<file path="src/rtl/mem_arbiter_if.sv">
// Bundle of the CPU port, display port and memory-side signals of mem_arbiter.
// master: the requesters plus the memory (drives requests and mem_rdata).
// slave:  the arbiter itself.
interface mem_arbiter_if #(
  parameter int ADDR_W = 8,
  parameter int DATA_W = 8
);
  logic              req0;
  logic              we0;
  logic [ADDR_W-1:0] addr0;
  logic [DATA_W-1:0] wdata0;
  logic              lock0;
  logic              ack0;
  logic [DATA_W-1:0] rdata0;
  logic              req1;
  logic [ADDR_W-1:0] addr1;
  logic              ack1;
  logic [DATA_W-1:0] rdata1;
  logic              mem_en;
  logic              mem_we;
  logic [ADDR_W-1:0] mem_addr;
  logic [DATA_W-1:0] mem_wdata;
  logic [DATA_W-1:0] mem_rdata;
  logic              busy;

  modport master (
    output req0, we0, addr0, wdata0, lock0, req1, addr1, mem_rdata,
    input  ack0, rdata0, ack1, rdata1, mem_en, mem_we, mem_addr, mem_wdata, busy
  );

  modport slave (
    input  req0, we0, addr0, wdata0, lock0, req1, addr1, mem_rdata,
    output ack0, rdata0, ack1, rdata1, mem_en, mem_we, mem_addr, mem_wdata, busy
  );
endinterface

</file>
<file path="src/rtl/mem_arbiter.sv">
// Two-port round-robin arbiter in front of the single-port data memory.
// Port 0 = CPU (read/write, optional lock), port 1 = display refresh (read only).
// One transaction at a time: IDLE (arbitrate) -> ISSUE (mem_en) -> WAIT (ack).
// Read data from the memory arrives in the WAIT cycle and is forwarded straight
// to the acked port, so rdataN is valid exactly while ackN is high.
module mem_arbiter #(
  parameter int ADDR_W = 8,
  parameter int DATA_W = 8
) (
  input logic           clk,
  input logic           reset,
  mem_arbiter_if.slave  bus
);

  typedef enum logic [1:0] {IDLE, ISSUE, WAIT} state_t;

  state_t            state, next_state;
  logic              last;
  logic              locked;
  logic              cmd_port;
  logic              cmd_we;
  logic [ADDR_W-1:0] cmd_addr;
  logic [DATA_W-1:0] cmd_wdata;
  logic              grant;
  logic              grant_port;

  // Next state and arbitration winner; lock beats round-robin for the CPU
  always_comb begin
    next_state = state;
    grant      = 1'b0;
    grant_port = 1'b0;
    unique case (state)
      IDLE: begin
        if (locked && bus.req0) begin
          grant      = 1'b1;
          grant_port = 1'b0;
        end else if (bus.req0 && bus.req1) begin
          grant      = 1'b1;
          grant_port = ~last;
        end else if (bus.req0) begin
          grant      = 1'b1;
          grant_port = 1'b0;
        end else if (bus.req1) begin
          grant      = 1'b1;
          grant_port = 1'b1;
        end
        if (grant) next_state = ISSUE;
      end
      ISSUE:   next_state = WAIT;
      WAIT:    next_state = IDLE;
      default: next_state = IDLE;
    endcase
  end

  // State register
  always_ff @(posedge clk or posedge reset) begin
    if (reset) state <= IDLE;
    else       state <= next_state;
  end

  // Command latch, round-robin pointer and CPU lock bookkeeping
  always_ff @(posedge clk or posedge reset) begin
    if (reset) begin
      last      <= 1'b1;
      locked    <= 1'b0;
      cmd_port  <= 1'b0;
      cmd_we    <= 1'b0;
      cmd_addr  <= '0;
      cmd_wdata <= '0;
    end else begin
      if (state == IDLE) begin
        // A lock held while the CPU is not asking would only starve the display
        if (!bus.req0) locked <= 1'b0;
        if (grant) begin
          cmd_port  <= grant_port;
          cmd_we    <= grant_port ? 1'b0 : bus.we0;
          cmd_addr  <= grant_port ? bus.addr1 : bus.addr0;
          cmd_wdata <= grant_port ? '0 : bus.wdata0;
          last      <= grant_port;
        end
      end
      if (state == WAIT) locked <= cmd_port ? 1'b0 : bus.lock0;
    end
  end

  // Memory strobes and per-port completion, decoded from the current state
  always_comb begin
    bus.mem_en    = (state == ISSUE);
    bus.mem_we    = (state == ISSUE) && cmd_we;
    bus.mem_addr  = cmd_addr;
    bus.mem_wdata = cmd_wdata;
    bus.ack0      = (state == WAIT) && !cmd_port;
    bus.ack1      = (state == WAIT) && cmd_port;
    bus.rdata0    = ((state == WAIT) && !cmd_port) ? bus.mem_rdata : '0;
    bus.rdata1    = ((state == WAIT) && cmd_port) ? bus.mem_rdata : '0;
    bus.busy      = (state != IDLE);
  end

endmodule
</file>
<file path="src/flat_wrapper.sv">
// flat-port wrapper written by rule: the top's interface ports become plain ports
module mem_arbiter_flat 
#(
  parameter int ADDR_W = 8,
  parameter int DATA_W = 8
)
  (clk, reset, bus_req0, bus_we0, bus_addr0, bus_wdata0, bus_lock0, bus_req1, bus_addr1, bus_mem_rdata, bus_ack0, bus_rdata0, bus_ack1, bus_rdata1, bus_mem_en, bus_mem_we, bus_mem_addr, bus_mem_wdata, bus_busy);
  mem_arbiter_if #(.ADDR_W(ADDR_W), .DATA_W(DATA_W)) bus_i ();
  input logic clk;
  input logic reset;
  input wire logic [$bits(bus_i.req0)-1:0] bus_req0;
  input wire logic [$bits(bus_i.we0)-1:0] bus_we0;
  input wire logic [$bits(bus_i.addr0)-1:0] bus_addr0;
  input wire logic [$bits(bus_i.wdata0)-1:0] bus_wdata0;
  input wire logic [$bits(bus_i.lock0)-1:0] bus_lock0;
  input wire logic [$bits(bus_i.req1)-1:0] bus_req1;
  input wire logic [$bits(bus_i.addr1)-1:0] bus_addr1;
  input wire logic [$bits(bus_i.mem_rdata)-1:0] bus_mem_rdata;
  output wire logic [$bits(bus_i.ack0)-1:0] bus_ack0;
  output wire logic [$bits(bus_i.rdata0)-1:0] bus_rdata0;
  output wire logic [$bits(bus_i.ack1)-1:0] bus_ack1;
  output wire logic [$bits(bus_i.rdata1)-1:0] bus_rdata1;
  output wire logic [$bits(bus_i.mem_en)-1:0] bus_mem_en;
  output wire logic [$bits(bus_i.mem_we)-1:0] bus_mem_we;
  output wire logic [$bits(bus_i.mem_addr)-1:0] bus_mem_addr;
  output wire logic [$bits(bus_i.mem_wdata)-1:0] bus_mem_wdata;
  output wire logic [$bits(bus_i.busy)-1:0] bus_busy;
  assign bus_i.req0 = bus_req0;
  assign bus_i.we0 = bus_we0;
  assign bus_i.addr0 = bus_addr0;
  assign bus_i.wdata0 = bus_wdata0;
  assign bus_i.lock0 = bus_lock0;
  assign bus_i.req1 = bus_req1;
  assign bus_i.addr1 = bus_addr1;
  assign bus_i.mem_rdata = bus_mem_rdata;
  assign bus_ack0 = bus_i.ack0;
  assign bus_rdata0 = bus_i.rdata0;
  assign bus_ack1 = bus_i.ack1;
  assign bus_rdata1 = bus_i.rdata1;
  assign bus_mem_en = bus_i.mem_en;
  assign bus_mem_we = bus_i.mem_we;
  assign bus_mem_addr = bus_i.mem_addr;
  assign bus_mem_wdata = bus_i.mem_wdata;
  assign bus_busy = bus_i.busy;
  mem_arbiter #(.ADDR_W(ADDR_W), .DATA_W(DATA_W)) u_core (.clk(clk), .reset(reset), .bus(bus_i));
endmodule
</file>
<file path="config.mk">
export PLATFORM = sky130hd
export DESIGN_NAME = mem_arbiter_flat
export DESIGN_NICKNAME = d
export VERILOG_FILES = /design/src/rtl/mem_arbiter_if.sv /design/src/rtl/mem_arbiter.sv /design/src/flat_wrapper.sv
export SDC_FILE = /design/constraint.sdc
export NUM_CORES = 1
export LEC_CHECK = 0
export BUFFER_PORTS_ARGS = -buffer_cell sky130_fd_sc_hd__buf_2
export CORE_UTILIZATION = 46
export CTS_BUF_LIST = sky130_fd_sc_hd__clkbuf_2 sky130_fd_sc_hd__clkbuf_4 sky130_fd_sc_hd__clkbuf_8
export CTS_CLUSTER_DIAMETER = 80
export CTS_CLUSTER_SIZE = 24
export DETAILED_ROUTE_END_ITERATION = 10
export GPL_ROUTABILITY_DRIVEN = 0
export PLACE_DENSITY = 0.95
export REMOVE_ABC_BUFFERS = 1
export SYNTH_ARGS = -nofsm -noshare
export SYNTH_HDL_FRONTEND = slang
export SYNTH_SLANG_ARGS = --single-unit
</file>
<file path="constraint.sdc">
create_clock -name clk -period 3.7 [get_ports clk]
set_clock_uncertainty 0.05 [all_clocks]
set_input_delay 0.555 -clock clk [delete_from_list [all_inputs] [get_ports clk]]
set_output_delay 0.555 -clock clk [all_outputs]
set_load 0.005 [all_outputs]
</file>
* Word-level counts from Yosys, hierarchy flattened
Index checks and enable logic that the tools add are counted.
** Cells by class
- Bitwise logic cells :: 1
- Reductions and logical operators :: 11
- Mux-type cells :: 21
- Eq/ne operators :: 4
** Operator list (count)
- 2-to-1 mux 8 bit :: 4
- 2-to-1 mux 1 bit :: 15
- logical AND 1 bit :: 5
- inequality test 2 x 1 -> 1 bit (second input constant) :: 2
- one-hot mux 2 bit (2 select lines) :: 1
- AND reduction 2 bit :: 2
- nonzero test 2 bit :: 2
- == test 2 x 1 -> 1 bit (second input constant) :: 1
- == test 2 bit (second input constant) :: 1
- zero test 2 bit :: 1
- 2-to-1 mux 2 bit :: 1
- zero test 1 bit :: 1
- NOT 1 bit :: 1
** Storage, ports and cells
- Logic and storage cells :: 44
- Bits of input ports :: 38
- Register bits after elaboration :: 22

* Longest topological paths before layout
Gate-level depths: netlist of run 1.
- Word-level depth :: 7
- Depth in mapped cells :: 5

* Worst setup path before layout of run 1
Ideal clock, no wire load.
- Path type :: input to register
- Start point :: input bus_req0
- End point :: register u_core.cmd_addr[4], in the netlist u_core.bus.mem_addr[4]
- Data required time :: 3.524 ns
- Setup time :: 0.126 ns
- Data arrival time :: 1.483 ns
- Slack :: 2.041 ns
- Stages on the path :: 5
- Cell sequence :: or2_1 -> buf_6 -> buf_8 -> and3_4 -> a221o_1
** Between the ends
- Cells in the longest elaborated chain, start to end :: 6
- Elaborated cells between the ends (all ways) :: 13
- Those cells by class :: mux: 10; reduce/logical: 3
** RTL lines
- start, declared :: line flat_wrapper.sv:11 : input wire logic [$bits(bus_i.req0)-1:0] bus_req0;
- 2-to-1 mux 1 bit or logical AND 1 bit (tied branches) :: line mem_arbiter.sv:40, mem_arbiter.sv:37
- 2-to-1 mux 1 bit :: line mem_arbiter.sv:37 : end else if (bus.req0 && bus.req1) begin
- 2-to-1 mux 1 bit :: line mem_arbiter.sv:34 : if (locked && bus.req0) begin
- 2-to-1 mux 1 bit (2 in a row) :: line mem_arbiter.sv:32 : unique case (state)
- AND reduction 2 bit (no source line)
- end signal, assigned :: line mem_arbiter.sv:77 : cmd_addr <= grant_port ? bus.addr1 : bus.addr0;
- end, declared :: line mem_arbiter.sv:22 : logic [ADDR_W-1:0] cmd_addr;
Parallel ways exist; a longest one is shown, timed or not. The select of a mux whose other input is x is not followed.
A chain may end at the register's enable or synchronous reset.

* Worst setup path after layout of run 1
- Start point :: input bus_req1
- End point :: register u_core.cmd_addr[7], in the netlist u_core.bus.mem_addr[7]
** Between the ends
- Cells in the longest elaborated chain, start to end :: 7
- Elaborated cells between the ends (all ways) :: 13
- Those cells by class :: mux: 11; reduce/logical: 2
** RTL lines
- start, declared :: line flat_wrapper.sv:16 : input wire logic [$bits(bus_i.req1)-1:0] bus_req1;
- 2-to-1 mux 1 bit :: line mem_arbiter.sv:43 : end else if (bus.req1) begin
- 2-to-1 mux 1 bit :: line mem_arbiter.sv:40 : end else if (bus.req0) begin
- 2-to-1 mux 1 bit :: line mem_arbiter.sv:37
- 2-to-1 mux 1 bit :: line mem_arbiter.sv:34
- 2-to-1 mux 1 bit (2 in a row) :: line mem_arbiter.sv:32
- AND reduction 2 bit (no source line)
Parallel ways exist; a longest one is shown, timed or not. The select of a mux whose other input is x is not followed.

==> results_dict.tcl, run 1 <==
set metrics [dict create \
    boundaryPins 75 \
    dp_hpwl_um 2200 \
    drive_gt1_frac 0.458 \
    cts.sinks 22 \
    synthAdderAreaFrac 0 \
    ys_warn_count 0 \
    drcViolationCount 0 \
    critPathMaxFanout 20 \
    antenna_found_initial 0 \
    synth_xor_area_frac 0 \
    end_kind "flip-flop" \
    syn_area_um2 1160 \
    cts_resized 0 \
    wl_um 2950 \
    synth_top_family_by_area "simple AND/OR/NAND/NOR gates" \
    rsz0062_at_grt "no" \
    wl_met3_um 217 \
    synthTopCellsByArea "dfrtp_1, and2_1, a221o_1" \
    post_cts_buffers 0 \
    wl_met1_um 1160 \
    worst_pin_slew_ns 0.810 \
    cp_data_arrival_time_ns 2.24 \
    clk_latency_ns 0.31 \
    leakagePower_nw 0.867 \
    dieArea_um2 2720 \
    row_count 17 \
    setup_viol 0 \
    area_growth_pct 33.0 \
    ys_types 23 \
    tns_ns 0 \
    gr-total-overflow 0 \
    nNetsFinal 218 \
    cp_slowest_stage_delay_ns 0.54 \
    wl_met2_um 1520 \
    cts_buffers 3 \
    syn_area_per_cell_um2 10.5 \
    grt_pass1_vias 982 \
    slew_violations 0 \
    hold_class "in2async" \
    max_freq_ghz 0.479 \
    synth-compound-area-share 0.159 \
    hold_ws_ns 0.330 \
    critPathKind "in2reg" \
    cts-root-buf "clkbuf_4" \
    muxShareOfSynthArea 0 \
    dieWidth_um 52.2 \
    globalRouteTotalUtil 0.225 \
    core_area_um2 2300 \
    netlist_instances 110 \
    cts.htree.levels 1 \
    synth_top_area_share 0.454 \
    fin_crit_ns 2.09 \
    vias 1115 \
    synthSimpleGateAreaFrac 0.302 \
    status "finished, final reports clean" \
    seq_area_frac_synth 0.477 \
    path_cells "buf_2, or2_1, nand2_1, a221o_1" \
    drt-vias-per-instance 5.39 \
    initialDrtViolationCount 11 \
    start_kind "input pin" \
    crit_family "simple AND/OR/NAND/NOR gates" \
    relSlewSlack 0.459 \
    crit_slowest_cell "nand2_1" \
    fillers 194 \
    start_util 0.504 \
    post_drt_wl_per_cell_um 14.2 \
    cts.clk_slew.worst_paths_ns 0.12 \
    num_antenna_cells 0 \
    cp.required_ns 3.85 \
    drv_cap 0 \
    cts_tree "built" \
    synth-seq-cells 22 \
    portBuffers 74 \
    ir_worst_vdd_uv 450 \
    synth_top_cell_by_area "dfrtp_1" \
    routed.top_layer "met4" \
    clock_path_buffers 2 \
    grt_pass1_wl_um 4320 \
    drt_first_pass_iters 4 \
    drtAntennaViolNets 0 \
    holdBufCountCts 0 \
    hold_violations 0 \
    grt_max_degree 30 \
    final_area_um2 1540 \
    die_h_um 52.2 \
    power_density_nw_per_um2 713 \
    place_area_um2 1510 \
    cp_num_buf_inv 1 \
    period_share 0.564 \
]
==> registers in the layout, summed over array words and instances, names as in the netlist <==
signal and count:
u_core.last 1, u_core.locked 1, u_core.bus.mem_addr 8, u_core.bus.mem_wdata 8
u_core.cmd_we 1, u_core.cmd_port 1, u_core.state 2
==> logic make-up after synthesis <==
group	count (synthesis)
compound gates	21
buf+inv	13
simple gates	54
flops	22
==> Yosys cell counts <==
cell,count
and2_1,17
a21o_1,2
inv_1,3
nor3b_2,1
dfstp_2,1
clkbuf_1,4
buf_8,1
buf_2,4
and3_1,8
or2_1,1
nand2_1,3
and3b_1,1
a221o_1,8
dfrtp_1,21
and3_4,1
o21ai_1,1
o21ai_0,1
nand3_1,10
nor2_1,1
and4_1,8
o2bb2ai_1,9
buf_6,1
nor2b_1,3
==> metrics by stage <==
step           std cells  setup WS, ns  utilization  total power, mW
2_1_floorplan        100          1.36            -            0.750
3_3_place_gp         203          1.43        0.657            0.958
3_5_place_dp         203          1.31        0.657            0.983
4_1_cts              207          1.62        0.670             1.10
5_1_grt              207          1.45        0.670             1.18
6_report             207          1.61        0.670             1.10
==> placed cells by master, fill, tap and decap left out, drive strengths merged <==
cell type / n
buf: 75
dfrtp: 21
and2: 17
nand3: 10
o2bb2ai: 9
and3: 9
and4: 8
a221o: 8
clkbuf: 4
nand2: 3
nor2b: 3
inv: 3
a21o: 2
o21ai: 2
nor2: 1
or2: 1
nor3b: 1
and3b: 1
dfstp: 1
==> metal layers <==
layer  track usage  vias up
li1              -      546
met1         0.242      513
met2         0.400       52
met3        0.0351        4
met4         0.149        0
met5             0        -
==> report_power, final <==
part           switching (mW)  leakage [nW]  internal, mW
Sequential             0.0729         0.270         0.363
Combinational           0.268         0.579         0.272
Clock                  0.0715        0.0184        0.0495
Total                   0.412         0.867         0.685
==> area by class of cell <==
class | count | area (um2) | share of cell area
clock buffers | 4 | 30.0 | 0.0195
inverters | 3 | 11.3 | 0.00732
multi-input cells | 75 | 533 | 0.346
flip-flops and latches | 22 | 552 | 0.359
well taps | 28 | 35.0 | 0.0228
repair buffers | 75 | 378 | 0.246
==> worst paths after layout <==
path | cells after the start | to | start | slack (ns)
setup reg to reg | 4 | u_core.bus.mem_addr[7]$_DFFE_PP0P_ | u_core.state[1]$_DFFE_PP0P_ | 1.75
hold reg to reg | 1 | u_core.bus.mem_wdata[4]$_DFFE_PP0P_ | u_core.bus.mem_wdata[4]$_DFFE_PP0P_ | 0.45
max in group asynchronous | 2 | u_core.bus.mem_addr[1]$_DFFE_PP0P_ | reset | 2.77
hold / removal | 2 | u_core.cmd_we$_DFFE_PP0P_ | reset | 0.33
setup / recovery | 4 | u_core.bus.mem_addr[7]$_DFFE_PP0P_ | bus_req1 | 1.61
min in group clk | 3 | u_core.locked$_DFFE_PP0P_ | bus_lock0 | 0.38
No activity file was read; power rests on OpenSTA's default activity.
==> run 2, diff against run 1 <==
- CORE_UTILIZATION: 46 -> 43
- PLACE_DENSITY: 0.95 -> 0.91
- clock period: 3.7 -> 2 ns (I/O delays scaled with it)
==> run 2 against run 1 <==
Against the previous run:
- clock-buffer cell count did not move
- critical endpoint is now bus_rdata0[7]
- clock power grew 100%
- sequential cell count is the same
- routed wire length rose by 0.92%
- sequential power is 86% higher
- worst setup slack worse by 1.4 ns
- sequential share of layout area down 0.55 points
- non-clock buffer count grew 2
==> results_dict.tcl, run 2 (same netlist as run 1, synthesis figures left out) <==
set metrics [dict create \
    grt_max_degree 23 \
    rsz0062_at_grt "no" \
    r2r_start "u_core.locked$_DFFE_PP0P_" \
    drtAntennaViolNets 0 \
    dieArea_um2 2900 \
    routed.top_layer "met3" \
    post_drt_wl_per_cell_um 14.1 \
    p_total_mw 2.10 \
    switchingPower_mw 0.783 \
    cts.clk_slew.worst_paths_ns 0.12 \
    wl_met3_um 262 \
    leakagePower_nw 0.879 \
    cp-startpoint "u_core.state[1]$_DFFE_PP0P_" \
    nNetsFinal 220 \
    max_freq_ghz 0.547 \
    row_count 18 \
    drt_first_pass_iters 4 \
    layout_common_cells "buf_2, dfrtp_1, and2_1" \
    globalRouteTotalUtil 0.232 \
    cp_slowest_stage_delay_ns 0.44 \
    critPathKind "reg2out" \
    tns_ns 0 \
    holdBufCountCts 0 \
    hold_ws_ns 0.0802 \
    power_density_nw_per_um2 1340 \
    pwr-share-seq 0.386 \
    clock_path_buffers 2 \
    cts.sinks 22 \
    drcViolationCount 0 \
    crit_slowest_cell "nor3b_2" \
    grt_pass1_wl_um 4790 \
    status "finished, final reports clean" \
    crit_end "bus_rdata0[7]" \
    wl_um 2970 \
    fin_crit_ns 1.83 \
    period_share 0.914 \
    drive_gt1_frac 0.464 \
    worst_pin_slew_ns 0.817 \
    dp_hpwl_um 2290 \
    cts_buffers 3 \
    relSlewSlack 0.455 \
    dieWidth_um 53.9 \
    p_int_mw 1.32 \
    num_antenna_cells 0 \
    cts_tree "built" \
    start_util 0.463 \
    portBuffers 74 \
    vias 1161 \
    cts-root-buf "clkbuf_4" \
    drv_cap 0 \
    power.share.switching 0.373 \
    r2r_end "u_core.bus.mem_addr[5]$_DFFE_PP0P_" \
    boundaryPins 75 \
    clkPwrFrac 0.116 \
    wl_met1_um 1210 \
    post_cts_buffers 0 \
    cts.htree.levels 1 \
    slew_violations 0 \
    path_cells "nor3b_2, and2_1, buf_2" \
    clk_latency_ns 0.30 \
    start_kind "flip-flop" \
    reg2reg_slack_ns 0.29 \
    final_common_cell "buf_2" \
    critPathMaxFanout 10 \
    hold_class "in2async" \
    end_kind "output port" \
    setup_viol 0 \
    rr_worst_depth 3 \
    drt-vias-per-instance 5.50 \
    grt_pass1_vias 1038 \
    initialDrtViolationCount 18 \
    cts_resized 0 \
    core_area_um2 2500 \
    area_growth_pct 35.0 \
    antenna_found_initial 0 \
    wl_met2_um 1500 \
    cp.required_ns 1.65 \
    ir_worst_vdd_uv 835 \
    die_h_um 53.9 \
    hold_violations 0 \
    cp_data_arrival_time_ns 1.48 \
    gr-total-overflow 0 \
    comb_power_share 0.498 \
]
-- run 2: layout make-up --
| type | count | area, um2 |
|---|---|---|
| Multi-Input combinational cell | 75 | 533 |
| Sequential cell | 22 | 552 |
| Inverter | 3 | 11.3 |
| Tap cell | 30 | 37.5 |
| Clock buffer | 4 | 36.3 |
| Timing Repair Buffer | 77 | 393 |
| Fill cell | 219 | 937 |
-- run 2: power by group through the flow --
stage	Sequential (mW)	Combinational (mW)	Clock, mW
6_report	0.811	1.04	0.244
5_1_grt	0.844	1.18	0.267
4_1_cts	0.812	1.05	0.244
3_5_place_dp	0.815	1.05	0
3_3_place_gp	0.810	0.998	0
2_1_floorplan	0.810	0.577	0
-- run 2: worst min path at each step --
stage,from,to,cells past startpoint
after floorplan,reset,u_core.bus.mem_addr[0]$_DFFE_PP0P_,1
after global placement,reset,u_core.bus.mem_wdata[2]$_DFFE_PP0P_,2
final,reset,u_core.bus.mem_wdata[7]$_DFFE_PP0P_,2
after detailed placement,u_core.bus.mem_wdata[1]$_DFFE_PP0P_,u_core.bus.mem_wdata[1]$_DFFE_PP0P_,1
after global routing,reset,u_core.bus.mem_wdata[2]$_DFFE_PP0P_,2
after CTS,reset,u_core.bus.mem_wdata[2]$_DFFE_PP0P_,2
-- run 2: per-layer routing --
metal	up-vias	track usage
li1	545	-
met4	0	0.0614
met1	548	0.309
met2	68	0.393
met3	0	0.0311
met5	-	0
-- run 2: stage by stage --
stage	setup WS, ns	util	area (um2)	std cells
after floorplan	-0.337	-	1100	100
after global placement	0.150	0.611	1530	207
after detailed placement	0.0805	0.611	1530	207
after CTS	0.142	0.625	1560	211
after global routing	0.0261	0.625	1560	211
final	0.172	0.625	1560	211
-- run 2: worst max-delay path, delay by kind of cell (launching register included) --
kind,cells,cell delay (ns)
buf+inv,1,0.11
flops,1,0.43
simple gates,2,0.64
==> run 3, diff against run 2 <==
- CELL_PAD_IN_SITES_DETAIL_PLACEMENT: not set -> 1
- CELL_PAD_IN_SITES_GLOBAL_PLACEMENT: not set -> 1
- CORE_UTILIZATION: 43 -> 31
- GPL_TIMING_DRIVEN: not set -> 0
- PLACE_DENSITY: 0.91 -> 0.92
==> run 3 against run 2 <==
Against the previous run:
- register-to-register slack worse by 0.10 ns
- clock-buffer cell count down 1
- total power increased by 9.8%
- critical endpoint is now bus_rdata0[1]
- largest power group unchanged
- highest routed layer is now met4
==> results_dict.tcl, run 3 (same netlist as run 1, synthesis figures left out) <==
set metrics [dict create \
    boundaryPins 75 \
    critPathKind "reg2out" \
    leakagePower_nw 0.886 \
    drt-vias-per-instance 5.05 \
    relSlewSlack 0.466 \
    grt_pass1_vias 1235 \
    hold_ws_ns 0.133 \
    drtAntennaViolNets 0 \
    post_drt_wl_per_cell_um 15.6 \
    wl_um 3500 \
    vias 1136 \
    rsz0062_at_grt "no" \
    final_common_cell "buf_2" \
    drt_first_pass_iters 4 \
    slew_violations 0 \
    crit_family "simple AND/OR/NAND/NOR gates" \
    antenna_found_initial 0 \
    ir_worst_vdd_uv 437 \
    worst_pin_slew_ns 0.800 \
    period_share 0.911 \
    clock_path_buffers 2 \
    power_density_nw_per_um2 1420 \
    globalRouteTotalUtil 0.187 \
    status "finished, final reports clean" \
    grt_max_degree 23 \
    cts_tree "built" \
    hold_class "in2async" \
    layout_common_cells "buf_2, dfrtp_1, and2_1" \
    cp_num_buf_inv 1 \
    fin_crit_ns 1.82 \
    end_kind "output port" \
    path_cells "nor3b_4, and2_1, buf_2" \
    cts-root-buf "clkbuf_8" \
    area_growth_pct 40.1 \
    dieArea_um2 3980 \
    cts.sinks 22 \
    start_kind "flip-flop" \
    clk_latency_ns 0.26 \
    cts.htree.levels 1 \
    nNetsFinal 218 \
    drive_gt1_frac 0.475 \
    post_cts_buffers 0 \
    critPathMaxFanout 10 \
    fillers 435 \
    portBuffers 74 \
    drcViolationCount 0 \
    setup_viol 0 \
    cp.required_ns 1.65 \
    row_count 21 \
    dieWidth_um 63.1 \
    cp_data_arrival_time_ns 1.47 \
    tns_ns 0 \
    crit_slowest_cell "dfrtp_1" \
    p_total_mw 2.30 \
    cts.clk_slew.worst_paths_ns 0.08 \
    grt_pass1_wl_um 5950 \
    num_antenna_cells 0 \
    start_util 0.334 \
    initialDrtViolationCount 28 \
    cts_buffers 3 \
    dp_hpwl_um 2520 \
    cp_slowest_stage_delay_ns 0.53 \
    hold_violations 0 \
    die_h_um 63.1 \
    gr-total-overflow 0 \
    holdBufCountCts 0 \
    max_freq_ghz 0.549 \
    drv_cap 0 \
    core_area_um2 3470 \
]
-- run 3: cell count changes in the layout (fill, tap and decap cells not counted) --
cell | previous run | this run
o21ai_1 | 1 | 0
bufinv_16 | 0 | 1
o21ai_2 | 0 | 1
nand2_2 | 0 | 1
buf_4 | 3 | 0
nor2_4 | 0 | 1
clkbuf_4 | 3 | 0
nor2_2 | 0 | 1
nor3b_2 | 1 | 0
nor3b_4 | 0 | 1
nor2_1 | 1 | 0
clkbuf_8 | 1 | 3
nand2_1 | 3 | 2
-- run 3: cell type report --
| type | count | area [um2] | area share |
|---|---|---|---|
| multi-input cells | 76 | 559 | 0.345 |
| flip-flops and latches | 22 | 552 | 0.340 |
| well taps | 46 | 57.6 | 0.0355 |
| clock inverters | 1 | 30.0 | 0.0185 |
| inverters | 3 | 11.3 | 0.00694 |
| repair buffers | 74 | 370 | 0.228 |
| clock buffers | 3 | 41.3 | 0.0255 |
-- run 3: power by group --
group | leakage (nW) | internal, mW | switching (mW)
logic | 0.580 | 0.511 | 0.536
clock network | 0.0357 | 0.267 | 0.140
registers | 0.270 | 0.673 | 0.176
-- run 3: path summary, 6_finish.rpt --
kind                            slack, ns  depth (start not counted)                   startpoint                                   to
max in group asynchronous            1.27                          2                        reset   u_core.bus.mem_addr[2]$_DFFE_PP0P_
worst max register to register       0.19                          3  u_core.state[0]$_DFFE_PP0P_   u_core.bus.mem_addr[1]$_DFFE_PP0P_
worst min register to register       0.44                          1    u_core.cmd_we$_DFFE_PP0P_            u_core.cmd_we$_DFFE_PP0P_
worst max-delay path                 0.18                          3  u_core.state[1]$_DFFE_PP0P_                        bus_rdata0[1]
worst min-delay path                 0.13                          2                        reset  u_core.bus.mem_wdata[0]$_DFFE_PP0P_
min in group clk                     0.19                          3                    bus_lock0            u_core.locked$_DFFE_PP0P_
-- run 3: per-layer routing --
layer | vias to the layer above | global-route usage | share of wire
met4 | 0 | 0.0378 | 0.0023
met2 | 47 | 0.331 | 0.51
met1 | 545 | 0.234 | 0.43
met3 | 2 | 0.0380 | 0.062
met5 | - | 0 | 0
li1 | 542 | - | -
-- run 3: metrics by stage --
stage | util | area [um2] | cells | setup slack, ns
finish | 0.468 | 1620 | 225 | 0.179
global route | 0.468 | 1620 | 225 | 0.0231
CTS | 0.465 | 1610 | 225 | 0.0325
detailed placement | 0.440 | 1530 | 220 | -0.669
global placement | 0.439 | 1520 | 220 | -1.19
floorplan | - | 1100 | 100 | -0.337
-- run 3: what timing repair did --
action	CTS	global route
pin swaps	1	0
cloned	1	0
endpoints found under the hold margin	0	0
resized for setup	2	2
setup endpoints to repair	21	16
